### src/rtl/parity_frame_tx.sv
// Serial frame transmitter: start, 4 data bits LSB first, parity, stop.
// Optional macro PARITY_SELF_CHECK_EN drops frames whose parity input is wrong.
//
// Ports:
//   clk, rst              clock and synchronous active-high reset
//   in_data, in_eparity,
//   in_oparity, in_valid  nibble and parity bits offered for transfer
//   in_ready              high while idle; transfer on in_valid && in_ready
//   tx                    registered serial line, idle high
//   busy                  a frame is on the line
//   done                  one-cycle pulse as the stop bit completes
//   par_err               one-cycle pulse when a frame is rejected (macro only)
module parity_frame_tx #(
  parameter int unsigned CLKS_PER_BIT = 4,
  parameter bit          ODD_PARITY   = 1'b0
) (
  input  logic       clk,
  input  logic       rst,
  input  logic [3:0] in_data,
  input  logic       in_eparity,
  input  logic       in_oparity,
  input  logic       in_valid,
  output logic       in_ready,
  output logic       tx,
  output logic       busy,
  output logic       done,
  output logic       par_err
);

  typedef enum logic [2:0] {
    IDLE,
    START,
    DATA,
    PARITY,
    STOP
  } state_t;

  localparam logic [15:0] LAST = 16'(CLKS_PER_BIT - 1);

  state_t      state, state_n;
  logic [15:0] cnt, cnt_n;
  logic [1:0]  bitn, bitn_n;
  logic [3:0]  shreg, shreg_n;
  logic        par, par_n;
  logic        tx_q, tx_n;
  logic        done_q, done_n;
  logic        sel_par;
  logic        mismatch;
  logic        take;
  logic        last;

  assign sel_par  = ODD_PARITY ? in_oparity : in_eparity;
  assign in_ready = (state == IDLE);
  assign take     = in_valid && in_ready;
  assign last     = (cnt == LAST);
  assign tx       = tx_q;
  assign busy     = (state != IDLE);
  assign done     = done_q;

`ifdef PARITY_SELF_CHECK_EN
  logic exp_par;
  logic err_q;

  assign exp_par  = ODD_PARITY ? ~^in_data : ^in_data;
  assign mismatch = (exp_par != sel_par);
  assign par_err  = err_q;

  always_ff @(posedge clk) begin
    if (rst) begin
      err_q <= 1'b0;
    end else begin
      err_q <= take && mismatch;
    end
  end
`else
  assign mismatch = 1'b0;
  assign par_err  = 1'b0;
`endif

  always_comb begin
    state_n = state;
    cnt_n   = cnt;
    bitn_n  = bitn;
    shreg_n = shreg;
    par_n   = par;
    done_n  = 1'b0;
    unique case (state)
      IDLE: begin
        if (take && !mismatch) begin
          state_n = START;
          cnt_n   = '0;
          shreg_n = in_data;
          par_n   = sel_par;
        end
      end
      START: begin
        if (last) begin
          state_n = DATA;
          cnt_n   = '0;
          bitn_n  = '0;
        end else begin
          cnt_n = cnt + 16'd1;
        end
      end
      DATA: begin
        if (last) begin
          cnt_n   = '0;
          shreg_n = shreg >> 1;
          if (bitn == 2'd3) begin
            state_n = PARITY;
          end else begin
            bitn_n = bitn + 2'd1;
          end
        end else begin
          cnt_n = cnt + 16'd1;
        end
      end
      PARITY: begin
        if (last) begin
          state_n = STOP;
          cnt_n   = '0;
        end else begin
          cnt_n = cnt + 16'd1;
        end
      end
      STOP: begin
        if (last) begin
          state_n = IDLE;
          cnt_n   = '0;
          done_n  = 1'b1;
        end else begin
          cnt_n = cnt + 16'd1;
        end
      end
      default: state_n = IDLE;
    endcase
  end

  // Line level follows the state being entered so tx stays registered.
  always_comb begin
    tx_n = 1'b1;
    unique case (state_n)
      START:   tx_n = 1'b0;
      DATA:    tx_n = shreg_n[0];
      PARITY:  tx_n = par_n;
      default: tx_n = 1'b1;
    endcase
  end

  always_ff @(posedge clk) begin
    if (rst) begin
      state  <= IDLE;
      cnt    <= '0;
      bitn   <= '0;
      shreg  <= '0;
      par    <= 1'b0;
      tx_q   <= 1'b1;
      done_q <= 1'b0;
    end else begin
      state  <= state_n;
      cnt    <= cnt_n;
      bitn   <= bitn_n;
      shreg  <= shreg_n;
      par    <= par_n;
      tx_q   <= tx_n;
      done_q <= done_n;
    end
  end

endmodule

### config.mk
export PLATFORM = sky130hd
export DESIGN_NAME = parity_frame_tx
export DESIGN_NICKNAME = d
export VERILOG_FILES = /design/src/rtl/parity_frame_tx.sv
export SDC_FILE = /design/constraint.sdc
export NUM_CORES = 1
export LEC_CHECK = 0
export CORE_MARGIN = 2
export CORE_UTILIZATION = 39
export CTS_CLUSTER_SIZE = 8
export DETAILED_ROUTE_END_ITERATION = 12
export GPL_TIMING_DRIVEN = 0
export PLACE_DENSITY = 0.59
export SLEW_MARGIN = 40
export SYNTH_ARGS = -nofsm -noshare
export SYNTH_HDL_FRONTEND = slang
export SYNTH_SLANG_ARGS = --single-unit
### constraint.sdc
create_clock -name clk -period 2.55 [get_ports clk]
set_input_delay 0.3825 -clock clk [delete_from_list [all_inputs] [get_ports clk]]
set_output_delay 0.3825 -clock clk [all_outputs]
set_load 0.02 [all_outputs]
Yosys cells after proc, flatten, opt, wreduce, memory -nomap -nowiden
Index checks and enable logic that the tools add are counted.

operators by class
  add/subtract/negate cells = 2
  equal/unequal tests = 13
  reductions and logical operators = 11
  bitwise logic cells = 1
  mux-type cells = 21

operator list
  operator                                                                count
  16-bit two-way mux                                                      2
  16-bit case mux with 2 select lines                                     1
  3-bit two-way mux                                                       6
  16-bit by 1-bit adder with 16-bit output, second input constant         1
  16-bit by 2-bit equality test with 1-bit output, second input constant  1
  3-bit case mux with 5 select lines                                      1
  3-bit by 2-bit equality test with 1-bit output, second input constant   4
  4-bit two-way mux                                                       2
  4-bit case mux with 2 select lines                                      1
  3-bit by 1-bit equality test with 1-bit output, second input constant   2
  2-bit two-way mux                                                       3
  2-bit inequality test, second input constant                            3
  2-bit nonzero test                                                      3
  2-bit case mux with 2 select lines                                      1
  4-bit AND reduction                                                     1
  4-bit OR reduction                                                      1
  3-bit equality test, second input constant                              1
  3-bit logical NOT                                                       1
  1-bit two-way mux                                                       3
  1-bit case mux with 3 select lines                                      1
  3-bit AND reduction                                                     1
  3-bit nonzero test                                                      1
  2-bit by 1-bit adder with 2-bit output, second input constant           1
  2-bit equality test, second input constant                              1
  other kinds (5)                                                         5

word-level totals
  logic and storage cells = 56
  register bits = 28
  input port bits = 9
  output and inout bits = 5

Longest topological paths before layout
  depth after elaboration = 6
  gate-level depth with buffers = 7
  depth with buffers taken out = 6

Worst setup path after synthesis
OpenSTA, ideal clock, no wires.

  kind = register to register
  start point = register cnt[0]
  end point = register tx_q (netlist: tx)
  data required time = 2.415 ns
  arrival time = 1.935 ns
  setup time = 0.135 ns
  clock period less this slack = 2.070 ns
  stages on the path, launching flop included = 7
  path slack = 0.480 ns
  path buffers = 0
  path through = dfxtp_1 -> ha_1 -> or4b_1 -> nor4_4 -> a21oi_1 -> a211oi_1 -> o211ai_1

on the way
  word-level cells in the longest chain between the ends = 5
  elaborated cells on any way between the ends = 12
  those cells by class = 4 x eq/ne; 8 x mux

RTL lines
  element                                                                                                           line  text
  start, declared                                                                                                   41    logic [15:0] cnt, cnt_n;
  start signal, assigned                                                                                            161   cnt <= cnt_n;
  16-bit by 2-bit equality test with 1-bit output *                                                                 55    assign last = (cnt == LAST);
  3-bit two-way mux (on tied branches)                                                                              n/a
  3-bit case mux with 5 select lines                                                                                87    unique case (state)
  3-bit by 2-bit equality test with 1-bit output or 3-bit by 1-bit equality test with 1-bit output (tied branches)  142   unique case (state_n)
  1-bit case mux with 3 select lines *                                                                              142
  end signal, assigned                                                                                              165   tx_q <= tx_n;
  end, declared                                                                                                     45    logic tx_q, tx_n;

Every way passes the cells marked *; elsewhere a longest branch is shown, timed or not. The select of a mux whose other input is x is not followed.
A chain may end at the register's enable or synchronous reset.

Final worst setup path
  start point = register state[2]
  end point = output port in_ready

on the way
  word-level cells in the longest chain between the ends = 1

RTL lines
  element                 line  text
  start, declared         40    state_t state, state_n;
  start signal, assigned  160   state <= state_n;
  3-bit logical NOT       53    assign in_ready = (state == IDLE);
  end, declared           23    output logic in_ready,

Every way passes these cells.

==> results.cfg <==
[pwr]
power_density_nw_per_um2 = 463
p_total_uw = 781
leakage_uw = 0.000543
ir_drop_uv = 203

[run]
maxCapViolCount = 0

[route]
drtIter0Drc = 103
wl_per_cell_um = 13.4
via_count = 1346
firstDrtPassIters = 4
drt-total-wl_um = 3280
via_per_inst = 5.49
drc = 0
final_antenna_net_count = 0

[cts]
htree_num_levels = 1
clock_latency_ns = 0.28
cts_hold_buf = 0
tritoncts = done
cts-resized-gates = 0
cts_root_buffer = clkbuf_8
cts_buffer_depth = 2
cts-buffers-inserted = 3
clk_pin_slew_ns = 0.09
cts_sinks = 28
post_cts_buffers = 0

[grt]
grt_overflow = 0
grt_max_degree = 15
grt.total_usage = 0.165
grt_pass1_vias = 1257
grt_first_pass_wirelength_um = 5580
antenna_found_initial = 0

[timing]
maxSlewHeadroom = 0.499
final-setup-viol-count = 0
hold_slack_ns = 0.463
fmax_ghz = 0.417
hold_violations = 0
slew_viol_final = 0
rsz0062_at_grt = false
final.setup.tns_ns = 0
post-route-min-period_ns = 2.40
fin_crit_sh = 0.941
worst_pin_slew_ns = 0.750
clock_skew_ns = 0.00526

[synth]
netlist_area_um2 = 1480
synth_ff_type = dfxtp_1
ys_types = 43
syn_inst = 184
synth-seq-cells = 28
synth_nets = 195
synth_edf_count = 0
avgSynthCellArea_um2 = 8.05
ys.warnings.count = 0
synthArstFlopShare = 0
ys_seq_area_frac = 0.378

[floorplan]
dieArea_um2 = 4310
die_h_um = 65.6
ios = 14
die_w_um = 65.6
fp.coreArea_um2 = 3660
rows = 22
initial_core_util = 0.405

[final_layout]
layout_commonest_cell = dfxtp_1
layout-drive-gt1-share = 0.0711
final_cell_mix = 28 x dfxtp_1, 20 x nand2_1, 20 x nor2_1
area.growth.synth_to_final_pct = 13.9
stdcell_area_um2 = 1690
multi_input_area_um2 = 858
fillers = 371
num_antenna_cells = 0
final_nets = 210
seq_area_um2 = 561

[worst_setup_path]
required_ns = 2.17
arrival_ns = 2.02
critical_path_class = flop to output pin
cp-end-kind = output pin
cp_max_fo = 10
startpoint_type = flop

[placed_design]
place_area_um2 = 1640
numPortBuffers = 10
hpwl_um = 2410
routabilityCongestion = 0.828

[min_path]
hp-class = flop to flop

[run_status]
status = completed
[final timing paths]
check / from / endpoint / slack (ns) / cells past startpoint
max reg2reg: cnt[0]$_SDFFE_PP0P_ / cnt[1]$_SDFFE_PP0P_ / 0.20 / 7
min: shreg[2]$_SDFFE_PP0P_ / shreg[2]$_SDFFE_PP0P_ / 0.46 / 2
max: state[2]$_SDFF_PP0_ / in_ready / 0.15 / 5
min reg2reg: shreg[2]$_SDFFE_PP0P_ / shreg[2]$_SDFFE_PP0P_ / 0.46 / 2
[critical path, cell delays in order (launching register included)]
cell and delay, ns:
dfxtp_1 0.31, clkbuf_1 0.22, or3_1 0.41, clkbuf_1 0.15
inv_1 0.07, clkdlybuf4s50_1 0.59
[per-layer routing]
| metal | GRT usage | share of wire |
|---|---|---|
| met1 | 0.197 | 0.45 |
| met2 | 0.292 | 0.50 |
| met3 | 0.0257 | 0.031 |
| met4 | 0.0703 | 0.015 |
| met5 | 0 | 0 |
[final cells by class]
class | instances | area share
clock buffers | 3 | 0.0245
multi-input cells | 140 | 0.509
well taps | 48 | 0.0356
inverters | 5 | 0.0111
repair buffers | 10 | 0.0593
plain buffers | 11 | 0.0289
flip-flops and latches | 28 | 0.332
[synthesized netlist by cell type, types with 3 or more instances]
master | count | area [um2]
nor2_1 | 20 | 75.1
clkbuf_1 | 6 | 22.5
o21ai_0 | 3 | 15.0
nand4_1 | 5 | 31.3
inv_1 | 5 | 18.8
dfxtp_1 | 28 | 561
xnor2_1 | 8 | 70.1
or3_1 | 3 | 18.8
buf_2 | 3 | 15.0
nand3_1 | 9 | 45.0
nand2_1 | 20 | 75.1
a21oi_1 | 12 | 60.1
nor3_1 | 6 | 30.0
xor2_1 | 3 | 26.3
nor3b_1 | 3 | 22.5
nor4_1 | 12 | 75.1
nor2b_1 | 3 | 18.8
mux2i_1 | 3 | 30.0
[stage by stage]
| step | setup slack [ns] | std cells | utilization |
|---|---|---|---|
| floorplan | 0.480 | 184 | - |
| global placement | 0.184 | 242 | 0.448 |
| detailed placement | 0.197 | 242 | 0.448 |
| CTS | 0.163 | 245 | 0.460 |
| global route | 0.0205 | 245 | 0.461 |
| finish | 0.151 | 245 | 0.461 |
[kinds of logic (layout without fill, tap and decap cells)]
kind of cell,count (synthesis),after routing,synth area share
buffers and inverters,16,29,0.0456
AO/OA/AOI/OAI,27,27,0.109
flip-flops,28,28,0.378
adder cells (fa/ha/maj),2,2,0.0169
other,1,1,0.00253
multiplexers,3,3,0.0203
XOR/XNOR,11,11,0.0650
AND/OR/NAND/NOR,96,96,0.362
[registers in the layout, indices dropped and copies added (netlist names)]
signal and cells:
state 3, par 1, tx 1, shreg 4
cnt 16, bitn 2, done 1
[where the power goes]
group | total, uW | switching [uW] | internal, uW
sequential | 451 | 4.54 | 447
clock | 238 | 132 | 106
combinational | 91.7 | 54.0 | 37.7
No activity file was read; power rests on OpenSTA's default activity.
